### src/rtl/data_mem_arbiter.sv
// Round-robin arbiter sharing the single-port data RAM between the CPU load/store
// path and the external loader/debug port; one access in flight at a time.
module data_mem_arbiter #(
  parameter int N       = 32,
  parameter int ADDR_W  = 7,
  parameter int MEM_LAT = 1
) (
  input  logic              clk,
  input  logic              rst,
  input  logic              cpu_req,
  input  logic              cpu_we,
  input  logic [ADDR_W-1:0] cpu_addr,
  input  logic [N-1:0]      cpu_wdata,
  output logic              cpu_gnt,
  output logic              cpu_rvalid,
  output logic [N-1:0]      cpu_rdata,
  input  logic              ext_req,
  input  logic              ext_we,
  input  logic [ADDR_W-1:0] ext_addr,
  input  logic [N-1:0]      ext_wdata,
  output logic              ext_gnt,
  output logic              ext_rvalid,
  output logic [N-1:0]      ext_rdata,
  output logic              mem_ena,
  output logic              mem_wea,
  output logic [ADDR_W-1:0] mem_addr,
  output logic [N-1:0]      mem_din,
  input  logic [N-1:0]      mem_dout,
  output logic              busy,
  output logic [1:0]        dbg_state
);

  // Handshake: a requester holds req with stable fields until its 1-cycle gnt pulse,
  // then drops or changes req within one cycle; reads answer with a 1-cycle rvalid
  // and rdata holds until that port's next read response. No queueing while busy.

  localparam int CNT_W = (MEM_LAT > 1) ? $clog2(MEM_LAT) : 1;

  typedef enum logic [1:0] {
    S_IDLE   = 2'd0,
    S_ACCESS = 2'd1,
    S_WAIT   = 2'd2,
    S_RESP   = 2'd3
  } state_t;

  state_t            state_q;
  logic [CNT_W-1:0]  cnt_q;
  logic              last_ext_q;
  logic              own_ext_q;
  logic              we_q;
  logic              cpu_gnt_q, ext_gnt_q;
  logic              cpu_rvalid_q, ext_rvalid_q;
  logic [N-1:0]      cpu_rdata_q, ext_rdata_q;
  logic              mem_ena_q, mem_wea_q;
  logic [ADDR_W-1:0] mem_addr_q;
  logic [N-1:0]      mem_din_q;

  logic sel_cpu;
  logic any_req;

  // On a tie the port that did not win last time goes first.
  assign sel_cpu = cpu_req && (!ext_req || last_ext_q);
  assign any_req = cpu_req || ext_req;

  always_ff @(posedge clk or posedge rst) begin
    if (rst) begin
      state_q      <= S_IDLE;
      cnt_q        <= '0;
      last_ext_q   <= 1'b1;
      own_ext_q    <= 1'b0;
      we_q         <= 1'b0;
      cpu_gnt_q    <= 1'b0;
      ext_gnt_q    <= 1'b0;
      cpu_rvalid_q <= 1'b0;
      ext_rvalid_q <= 1'b0;
      cpu_rdata_q  <= '0;
      ext_rdata_q  <= '0;
      mem_ena_q    <= 1'b0;
      mem_wea_q    <= 1'b0;
      mem_addr_q   <= '0;
      mem_din_q    <= '0;
    end else begin
      cpu_gnt_q    <= 1'b0;
      ext_gnt_q    <= 1'b0;
      cpu_rvalid_q <= 1'b0;
      ext_rvalid_q <= 1'b0;
      mem_ena_q    <= 1'b0;
      mem_wea_q    <= 1'b0;
      case (state_q)
        S_IDLE: begin
          if (any_req) begin
            state_q    <= S_ACCESS;
            own_ext_q  <= !sel_cpu;
            last_ext_q <= !sel_cpu;
            we_q       <= sel_cpu ? cpu_we    : ext_we;
            mem_addr_q <= sel_cpu ? cpu_addr  : ext_addr;
            mem_din_q  <= sel_cpu ? cpu_wdata : ext_wdata;
            mem_ena_q  <= 1'b1;
            mem_wea_q  <= sel_cpu ? cpu_we    : ext_we;
            cpu_gnt_q  <= sel_cpu;
            ext_gnt_q  <= !sel_cpu;
          end
        end
        S_ACCESS: begin
          if (we_q) begin
            state_q <= S_IDLE;
          end else if (MEM_LAT == 1) begin
            state_q <= S_RESP;
          end else begin
            cnt_q   <= CNT_W'(MEM_LAT - 1);
            state_q <= S_WAIT;
          end
        end
        S_WAIT: begin
          cnt_q <= cnt_q - CNT_W'(1);
          if (cnt_q == CNT_W'(1)) begin
            state_q <= S_RESP;
          end
        end
        S_RESP: begin
          state_q <= S_IDLE;
          if (own_ext_q) begin
            ext_rdata_q  <= mem_dout;
            ext_rvalid_q <= 1'b1;
          end else begin
            cpu_rdata_q  <= mem_dout;
            cpu_rvalid_q <= 1'b1;
          end
        end
        default: state_q <= S_IDLE;
      endcase
    end
  end

  assign cpu_gnt    = cpu_gnt_q;
  assign ext_gnt    = ext_gnt_q;
  assign cpu_rvalid = cpu_rvalid_q;
  assign ext_rvalid = ext_rvalid_q;
  assign cpu_rdata  = cpu_rdata_q;
  assign ext_rdata  = ext_rdata_q;
  assign mem_ena    = mem_ena_q;
  assign mem_wea    = mem_wea_q;
  assign mem_addr   = mem_addr_q;
  assign mem_din    = mem_din_q;
  assign busy       = (state_q != S_IDLE);
  assign dbg_state  = state_q;

endmodule
### config.mk
export PLATFORM = sky130hd
export DESIGN_NAME = data_mem_arbiter
export DESIGN_NICKNAME = d
export VERILOG_FILES = /design/src/rtl/data_mem_arbiter.sv
export SDC_FILE = /design/constraint.sdc
export NUM_CORES = 1
export LEC_CHECK = 0
export ABC_CLOCK_PERIOD_IN_PS = 5500
export BUFFER_PORTS_ARGS = -buffer_cell sky130_fd_sc_hd__buf_2
export CORE_MARGIN = 2
export CORE_UTILIZATION = 44
export CTS_CLUSTER_SIZE = 40
export DETAILED_ROUTE_END_ITERATION = 16
export GPL_ROUTABILITY_DRIVEN = 0
export GPL_TIMING_DRIVEN = 0
export PLACE_DENSITY = 0.76
export RECOVER_POWER = 25
export REMOVE_ABC_BUFFERS = 1
export SLEW_MARGIN = 25
export SYNTH_ARGS = -nofsm -noshare
export SYNTH_HDL_FRONTEND = slang
export SYNTH_SLANG_ARGS = --single-unit
export TNS_END_PERCENT = 5
### constraint.sdc
create_clock -name clk -period 5.5 [get_ports clk]
set_clock_uncertainty 0.1 [all_clocks]
set_input_delay 1.1 -clock clk [delete_from_list [all_inputs] [get_ports clk]]
set_output_delay 1.1 -clock clk [all_outputs]
set_load 0.05 [all_outputs]
* Yosys cells after proc, flatten, opt, wreduce, memory -nomap -nowiden
Index checks and enable logic that the tools add are counted.
** Storage, ports and cells
- Bits in registers :: 115
- Logic and storage cells :: 52
** Cells by class
- $add $sub $neg :: 1
- Bitwise logic cells :: 1
- Eq/ne operators :: 5
- Reductions and logical operators :: 11
- Muxes and demuxes :: 19
** Operators by type and width (count)
- $mux W32 :: 1
- $mux W1 :: 13
- $pmux W2 S4 :: 1
- $reduce_and A2 Y1 :: 4
- $mux W7 :: 1
- $mux W2 :: 3
- $eq A2 B2 Y1 const B :: 2
- $ne A2 B2 Y1 const B :: 2
- $eq A2 B1 Y1 const B :: 1
- $logic_not A1 Y1 :: 2
- $logic_not A2 Y1 :: 1
- $logic_or A1 B1 Y1 :: 2
- $reduce_bool A2 Y1 :: 1
- $logic_and A1 B1 Y1 :: 1
- $not A1 Y1 :: 1
- $sub A1 B1 Y1 const B :: 1

* Depth between registers and ports, before layout
Gate-level depths: netlist of the first run.
- Word-level depth :: 6
- Gate-level depth with buffers :: 6
- Depth with buffers taken out :: 4

* Least setup slack after synthesis of the first run
No wires, ideal clock.
- Kind :: flip-flop to output port
- Start :: register state_q[0] (netlist: dbg_state[0])
- End :: output port busy
- Arrival time :: 1306 ps
- Cell stages (with the launch flop) :: 4
- Data required time :: 4300 ps
- Path buffers :: 1
- Path slack :: 2994 ps
- Path through :: dfrtp_1 -> nor2_1 -> inv_2 -> buf_2
** Between the ends
- Cells in the longest elaborated chain, start to end :: 1
** RTL lines
- start: declaration :: line 46 : state_t state_q;
- start signal: assignment :: line 67 : state_q <= S_IDLE;
- start signal: assignment :: line 92 : state_q <= S_ACCESS;
- start signal: assignment :: line 106 : state_q <= S_IDLE;
- $reduce_bool A2 Y1 :: line 145 : assign busy = (state_q != S_IDLE);
- end: declaration :: line 29 : output logic busy,
No other way between the ends.

==> results.sh, run 1 <==
export IMPL_avgRoutedWirePerCell_um=18.1
export IMPL_viasPerCell=5.55
export IMPL_max_slew_margin_rel_pct=-46.2
export IMPL_synth_cells=364
export IMPL_tightest_slew_ns=2.18
export IMPL_stdcell_count=730
export IMPL_fp_dieW_um=109
export IMPL_crit_arrival_ns=3.82
export IMPL_finalWorstSetupSlack_ns=1.91
export IMPL_seq_area_frac_synth_pct=59.3
export IMPL_drive_above_1_share_pct=57.5
export IMPL_syn_mean_instance_area_um2=13.3
export IMPL_htree_num_levels=4
export IMPL_cts_root_buffer="clkbuf_8"
export IMPL_holdCritPathClass="flop to flop"
export IMPL_synth_seq_cells=115
export IMPL_regToRegSetupSlack_ns=3.51
export IMPL_nNetsFinal=693
export IMPL_violations="capacitance limit, slew limit"
export IMPL_first_global_vias=4123
export IMPL_dp_hpwl_mm=8.97
export IMPL_via_count=4055
export IMPL_required_ns=5.73
export IMPL_period_needed_ns=3.59
export IMPL_hp_start="cnt_q$_DFFE_PP0N_"
export IMPL_whs_path_depth=1
export IMPL_grt_pass1_wl_mm=20.7
export IMPL_overflow=0
export IMPL_ys_warn_count=0
export IMPL_num_rows=38
export IMPL_cts_inserted_buffers=17
export IMPL_antenna_cells=0
export IMPL_status="complete, but fails checks"
export IMPL_period_share_pct=65.2
export IMPL_crit_fanout=65
export IMPL_clk_pin_slew_ns=0.06
export IMPL_fmax_mhz=279
export IMPL_setup_viol=0
export IMPL_drc_errors=0
export IMPL_drt_iter0_drc=260
export IMPL_finalHoldViolCount=0
export IMPL_register_area_mm2=0.00288
export IMPL_slew_viol_final=118
export IMPL_synth_cell_types=27
export IMPL_r2r_cells=2
export IMPL_cp_start_kind="primary input"
export IMPL_cts_buffer_depth=2
export IMPL_min_to="cnt_q$_DFFE_PP0N_"
export IMPL_clk_latency_ns=0.51
export IMPL_r2r_start="own_ext_q$_DFFE_PP0P_"
export IMPL_clock_sinks=115
export IMPL_post_cts_resized=0
export IMPL_detail_route_antenna_nets=0
export IMPL_dp_slack_ns=2.13
export IMPL_timing_setup_tns_ns=0
export IMPL_worst_setup_path_end_kind="async pin"
export IMPL_cts_setup_buffers=0
export IMPL_cts_tree="built"
export IMPL_rsz0062_at_grt="false"
export IMPL_syn_area_mm2=0.00486
export IMPL_grt_util_all_layers_pct=22.8
export IMPL_chipHeight_um=109
export IMPL_area_growth_pct=38.0
export IMPL_hold_buffers=0
export IMPL_wl_mm=13.2
export IMPL_grt_max_degree=66
export IMPL_worstSetupPathType="primary input to async pin"
export IMPL_start_util_pct=45.0
export IMPL_core_mm2=0.0108
export IMPL_antenna_found_initial=0
export IMPL_nFillCells=869
export IMPL_maxCapViolCount=2
export IMPL_multi_input_area_mm2=0.00178
export IMPL_die_area_mm2=0.0119
export IMPL_port_buffers=227
export IMPL_io_pins=228
export IMPL_first_pass_iters=4
export IMPL_r2r_end="cpu_rdata[19]$_DFFE_PP0P_"
export IMPL_dp_cells=698
==> flip-flops by register name, summed over array words and instances (netlist names) <==
signal and flops:
last_ext_q 1, cpu_rdata 32, ext_gnt 1, ext_rvalid 1, cnt_q 1, dbg_state 2
we_q 1, mem_addr 7, mem_wea 1, own_ext_q 1, ext_rdata 32, mem_din 32
cpu_rvalid 1, cpu_gnt 1, mem_ena 1
==> cell families (layout without fill, tap and decap cells) <==
family,after synthesis,after routing,share of synthesized area (%)
simple gates,16,16,1.83
xor+xnor,1,1,0.180
flops,115,115,59.3
compound gates,126,126,19.5
buf+inv,42,268,4.35
mux,64,64,14.8
==> metal layers <==
| metal | vias to the layer above | wire length (µm) | global-route usage, % | share of wire (%) |
|---|---|---|---|---|
| li1 | 1817 | - | - | - |
| met5 | - | 0 | 0 | 0 |
| met4 | 0 | 496 | 12.7 | 3.8 |
| met2 | 169 | 6770 | 36.1 | 51 |
| met1 | 2029 | 5200 | 28.1 | 39 |
| met3 | 40 | 742 | 6.34 | 5.6 |
==> metrics by stage <==
stage | util, % | hold slack, ns | instance area (µm²)
after floorplan | - | 0.347 | 4670
after global routing | 62.1 | 0.410 | 6700
after global placement | 55.4 | 0.363 | 5980
after detailed placement | 56.3 | 0.367 | 6070
final | 62.1 | 0.374 | 6700
after CTS | 62.3 | 0.379 | 6730
==> worst max-delay path: stages <==
cell	delay, ns
buf_2	0.10
clkinvlp_2	1.22
clkbuf_2	1.33
==> synth_stat cells <==
| library cell | n | share of area (%) |
|---|---|---|
| a21oi_1 | 3 | 0.31 |
| a2bb2oi_1 | 37 | 6.7 |
| a2bb2oi_2 | 2 | 0.62 |
| a311oi_1 | 39 | 7.0 |
| a31oi_1 | 1 | 0.13 |
| a31oi_2 | 1 | 0.26 |
| and2b_1 | 1 | 0.15 |
| buf_2 | 13 | 1.3 |
| buf_4 | 2 | 0.31 |
| buf_6 | 4 | 0.93 |
| clkbuf_1 | 17 | 1.3 |
| dfrtp_1 | 114 | 59 |
| dfstp_2 | 1 | 0.54 |
| inv_1 | 4 | 0.31 |
| inv_2 | 2 | 0.15 |
| mux2_2 | 64 | 15 |
| nand2_1 | 4 | 0.31 |
| nand2b_1 | 2 | 0.26 |
| nand3_1 | 1 | 0.10 |
| nand3_2 | 1 | 0.21 |
| nand3b_2 | 1 | 0.23 |
| nor2_1 | 4 | 0.31 |
| nor2_2 | 1 | 0.13 |
| o21ai_0 | 42 | 4.3 |
| o22a_1 | 1 | 0.18 |
| or2_1 | 1 | 0.13 |
| xnor2_1 | 1 | 0.18 |
==> cell usage in the layout, fill, tap and decap left out, types with 2 or more instances in the layout <==
| master | Yosys | final |
|---|---|---|
| mux2_2 | 64 | 64 |
| clkbuf_8 | 0 | 2 |
| dfrtp_1 | 114 | 114 |
| inv_1 | 4 | 2 |
| bufinv_16 | 0 | 5 |
| inv_6 | 0 | 3 |
| a2bb2oi_2 | 2 | 2 |
| o21ai_0 | 42 | 42 |
| clkinv_4 | 0 | 5 |
| a311oi_1 | 39 | 39 |
| buf_16 | 0 | 2 |
| nand2_1 | 4 | 4 |
| a2bb2oi_1 | 37 | 37 |
| inv_2 | 2 | 3 |
| nor2_1 | 4 | 4 |
| a21oi_1 | 3 | 3 |
| buf_2 | 13 | 227 |
| clkbuf_16 | 0 | 16 |
==> final cells by class <==
cell class / count / share of cell area, %
Timing Repair Buffer: 230 / 17.8
Inverter: 6 / 0.355
Clock inverter: 14 / 3.36
Sequential cell: 115 / 43.0
Tap cell: 140 / 2.61
Clock buffer: 18 / 6.38
Multi-Input combinational cell: 207 / 26.5
==> worst max-delay path by stage <==
stage	cells past startpoint	to	slack, ns	startpoint
CTS	3	busy	2.24	dbg_state[1]$_DFFE_PP0P_
floorplan	1	cnt_q$_DFFE_PP0N_	1.26	rst
global placement	2	cpu_rdata[22]$_DFFE_PP0P_	0.09	rst
detailed placement	4	we_q$_DFFE_PP0P_	2.13	cpu_req
finish	3	ext_rdata[13]$_DFFE_PP0P_	1.91	rst
global route	3	cpu_rdata[29]$_DFFE_PP0P_	1.23	rst
Power of run 1 is not shown: default switching activity piles up to over one toggle a cycle in this logic, so the estimate is an artifact.
==> run 2, diff against run 1 <==
Settings changed: ABC_CLOCK_PERIOD_IN_PS 5500 to 3600.
Clock period 5.5 ns to 3.6 ns, I/O delays scaled along.
==> results.sh, run 2 (synthesis gave the netlist of run 1 again) <==
export IMPL_layout_common_cells="buf_2, dfrtp_1, mux2_2, o21ai_0, a311oi_1"
export IMPL_cp_top_family="buffers and inverters"
export IMPL_clock_sinks=115
export IMPL_nNetsFinal=693
export IMPL_dpl_cell_area_mm2=0.00607
export IMPL_die_area_mm2=0.0119
export IMPL_fin_area_mm2=0.00673
export IMPL_violations="capacitance limit, slew limit"
export IMPL_io_pins=228
export IMPL_first_pass_iters=5
export IMPL_chipHeight_um=109
export IMPL_slew_viol_final=51
export IMPL_dp_cells=698
export IMPL_cts_buffer_depth=2
export IMPL_regToRegSetupSlack_ns=1.59
export IMPL_viasPerCell=5.54
export IMPL_period_needed_ns=2.88
export IMPL_crit_fanout=44
export IMPL_detail_route_antenna_nets=0
export IMPL_drc_errors=0
export IMPL_critical_path_slowest_cell="inv_2"
export IMPL_grt_pass1_wl_mm=20.7
export IMPL_grt_util_all_layers_pct=22.8
export IMPL_cts_root_buffer="clkbuf_8"
export IMPL_cts_setup_buffers=0
export IMPL_cts_inserted_buffers=17
export IMPL_port_buffers=227
export IMPL_grt_max_degree=66
export IMPL_maxCapViolCount=1
export IMPL_htree_num_levels=4
export IMPL_nFillCells=866
export IMPL_dp_slack_ns=0.611
export IMPL_hold_buffers=0
export IMPL_worstSetupPathType="flop to output port"
export IMPL_area_growth_pct=38.5
export IMPL_post_cts_resized=0
export IMPL_holdCritPathClass="primary input to flop"
export IMPL_tightest_slew_ns=2.29
export IMPL_drt_iter0_drc=261
export IMPL_clk_pin_slew_ns=0.06
export IMPL_status="complete, but fails checks"
export IMPL_antenna_found_initial=0
export IMPL_clk_latency_ns=0.51
export IMPL_antenna_cells=0
export IMPL_start_util_pct=45.0
export IMPL_avgRoutedWirePerCell_um=18.1
export IMPL_fp_dieW_um=109
export IMPL_stdcell_count=730
export IMPL_cp_start_kind="flop"
export IMPL_wl_mm=13.2
export IMPL_path_cells="nor2_1 > inv_2 > buf_2"
export IMPL_overflow=0
export IMPL_worst_setup_path_end_kind="output port"
export IMPL_first_global_vias=4123
export IMPL_finalHoldViolCount=0
export IMPL_dp_hpwl_mm=8.97
export IMPL_final_common_cell="buf_2"
export IMPL_num_rows=38
export IMPL_max_slew_margin_rel_pct=-53.5
export IMPL_crit_arrival_ns=2.06
export IMPL_path_buf_inv=2
export IMPL_rsz0062_at_grt="false"
export IMPL_drive_above_1_share_pct=57.5
export IMPL_required_ns=2.78
export IMPL_cts_tree="built"
export IMPL_via_count=4041
export IMPL_core_mm2=0.0108
export IMPL_timing_hold_ws_ns=0.345
export IMPL_cpPeakStageDelay_ns=0.57
export IMPL_finalWorstSetupSlack_ns=0.715
export IMPL_period_share_pct=80.1
export IMPL_fmax_mhz=347
export IMPL_setup_viol=0
==> run 2: layer usage <==
| layer | routed length (µm) | up-vias | global-route usage, % |
|---|---|---|---|
| li1 | - | 1817 | - |
| met1 | 5210 | 2025 | 28.1 |
| met2 | 6750 | 158 | 36.1 |
| met3 | 760 | 41 | 6.34 |
| met4 | 497 | 0 | 12.7 |
| met5 | 0 | - | 0 |
==> run 2: path summary, 6_finish.rpt <==
check | startpoint | end | cells after the start
setup / recovery | dbg_state[1]$_DFFE_PP0P_ | busy | 3
hold / removal | mem_dout[22] | ext_rdata[22]$_DFFE_PP0P_ | 2
setup reg to reg | own_ext_q$_DFFE_PP0P_ | cpu_rdata[19]$_DFFE_PP0P_ | 2
hold reg to reg | cnt_q$_DFFE_PP0N_ | cnt_q$_DFFE_PP0N_ | 1
max in group asynchronous | rst | cpu_rdata[29]$_DFFE_PP0P_ | 3
min in group asynchronous | rst | mem_din[25]$_DFFE_PP0P_ | 2
==> run 2: worst reg2reg max path, stage by stage, from the launching register on <==
cell,delay (ns)
dfrtp_1,0.40
nand3b_2,0.81
mux2_2,0.59
==> run 2: cell type report <==
cell class	count	area, µm²	area share (%)
Clock buffer	18	428	6.36
Multi-Input combinational cell	207	1780	26.4
Clock inverter	14	225	3.35
Timing Repair Buffer	230	1220	18.1
Tap cell	140	175	2.60
Inverter	6	23.8	0.353
Sequential cell	115	2880	42.8
==> run 2: metrics by stage <==
step                      utilization [%]  TNS [ns]
final                                62.3         0
after global placement               55.4   -162.43
after floorplan                         -    -29.91
after global routing                 62.3         0
after detailed placement             56.3         0
after CTS                            62.3         0
Power of run 2 is left out for the same reason.
==> run 3, diff against run 2 <==
Settings changed: ABC_CLOCK_PERIOD_IN_PS 3600 to 2800.
Clock period 3.6 ns to 2.8 ns, I/O delays scaled along.
==> results.sh, run 3 (synthesis gave the netlist of run 1 again) <==
export IMPL_status="complete, no violations"
export IMPL_num_rows=38
export IMPL_clock_sinks=115
export IMPL_antenna_cells=0
export IMPL_antenna_found_initial=0
export IMPL_cp_top_family="buffers and inverters"
export IMPL_grt_max_degree=66
export IMPL_period_needed_ns=2.48
export IMPL_detail_route_antenna_nets=0
export IMPL_required_ns=2.14
export IMPL_crit_arrival_ns=1.82
export IMPL_chipHeight_um=109
export IMPL_setup_viol=0
export IMPL_nNetsFinal=694
export IMPL_start_util_pct=45.0
export IMPL_port_buffers=227
export IMPL_cts_tree="built"
export IMPL_cp_start_kind="flop"
export IMPL_first_global_vias=4138
export IMPL_cts_buffer_depth=2
export IMPL_area_growth_pct=38.7
export IMPL_critical_path_slowest_cell="dfrtp_1"
export IMPL_fmax_mhz=403
export IMPL_drt_iter0_drc=261
export IMPL_finalWorstSetupSlack_ns=0.320
export IMPL_die_area_mm2=0.0119
export IMPL_worst_setup_path_end_kind="output port"
export IMPL_r2r_start="own_ext_q$_DFFE_PP0P_"
export IMPL_tightest_slew_ns=1.13
export IMPL_startpoint="dbg_state[1]$_DFFE_PP0P_"
export IMPL_multi_input_area_mm2=0.00178
export IMPL_io_pins=228
export IMPL_r2r_cells=2
export IMPL_slew_viol_final=0
export IMPL_htree_num_levels=4
export IMPL_viasPerCell=5.57
export IMPL_fp_dieW_um=109
export IMPL_holdCritPathClass="primary input to flop"
export IMPL_first_pass_iters=5
export IMPL_drive_above_1_share_pct=57.2
export IMPL_layout_common_cells="buf_2, dfrtp_1, mux2_2, o21ai_0, a311oi_1"
export IMPL_wl_mm=13.2
export IMPL_clk_latency_ns=0.51
export IMPL_grt_util_all_layers_pct=22.8
export IMPL_dp_hpwl_mm=8.97
export IMPL_via_count=4074
export IMPL_dp_slack_ns=-0.0294
export IMPL_cpPeakStageDelay_ns=0.46
export IMPL_nFillCells=865
export IMPL_cts_inserted_buffers=17
export IMPL_cts_root_buffer="clkbuf_8"
export IMPL_core_mm2=0.0108
export IMPL_whs_path_depth=2
export IMPL_cp_depth=3
export IMPL_overflow=0
export IMPL_hp_start="mem_dout[22]"
export IMPL_worstSetupPathType="flop to output port"
export IMPL_rsz0062_at_grt="false"
export IMPL_clk_pin_slew_ns=0.06
export IMPL_period_share_pct=88.6
export IMPL_drc_errors=0
export IMPL_path_cells="nor2_1 > inv_4 > buf_2"
export IMPL_crit_fanout=44
export IMPL_finalHoldViolCount=0
export IMPL_final_common_cell="buf_2"
export IMPL_avgRoutedWirePerCell_um=18.1
export IMPL_max_slew_margin_rel_pct=24.4
export IMPL_grt_pass1_wl_mm=20.7
export IMPL_register_area_mm2=0.00288
export IMPL_maxCapViolCount=0
export IMPL_path_buf_inv=2
run 3: cell types whose count changed in the layout (fill, tap and decap cells not counted), sizes merged:
cell / delta
dlygate4sd3: +1
buf: -1
clkbuf: +1
run 3: through the flow:
stage               util, %  hold slack, ns  TNS, ns  cells  instance area [µm²]
finish                 62.4           0.186        0    731                 6740
detailed placement     56.3           0.367  -0.0294    698                 6070
global route           62.4           0.165        0    731                 6740
floorplan                 -           0.347  -102.97    328                 4670
CTS                    62.4           0.162        0    731                 6740
global placement       55.4           0.363  -236.03    695                 5980
run 3: worst paths after layout:
| kind | to | slack (ns) |
|---|---|---|
| worst max-delay path | busy | 0.32 |
| worst min-delay path | ext_rdata[22]$_DFFE_PP0P_ | 0.19 |
| worst max register to register | cpu_rdata[19]$_DFFE_PP0P_ | 0.81 |
| worst min register to register | cnt_q$_DFFE_PP0N_ | 0.37 |
| max in group asynchronous | cpu_rdata[23]$_DFFE_PP0P_ | 1.00 |
| min in group asynchronous | mem_din[25]$_DFFE_PP0P_ | 0.77 |
run 3: metal layers:
layer	vias up	wire length (µm)	track usage, %
li1	1821	-	-
met1	2016	5100	28.1
met2	195	6730	36.2
met3	42	868	6.34
met4	0	537	12.9
met5	-	0	0
run 3: layout make-up:
class,count,share of cell area [%]
inverters,6,0.427
well taps,140,2.60
multi-input cells,207,26.3
clock buffers,18,6.35
repair buffers,231,18.2
flip-flops and latches,115,42.7
clock inverters,14,3.34
run 3: repair_timing:
action,4_1_cts,5_1_grt
buffers inserted,0,0
gates resized for setup,0,2
hold buffers,1,0
hold endpoints to repair,49,0
endpoints found under the setup margin,0,1
Power of run 3 is left out for the same reason.
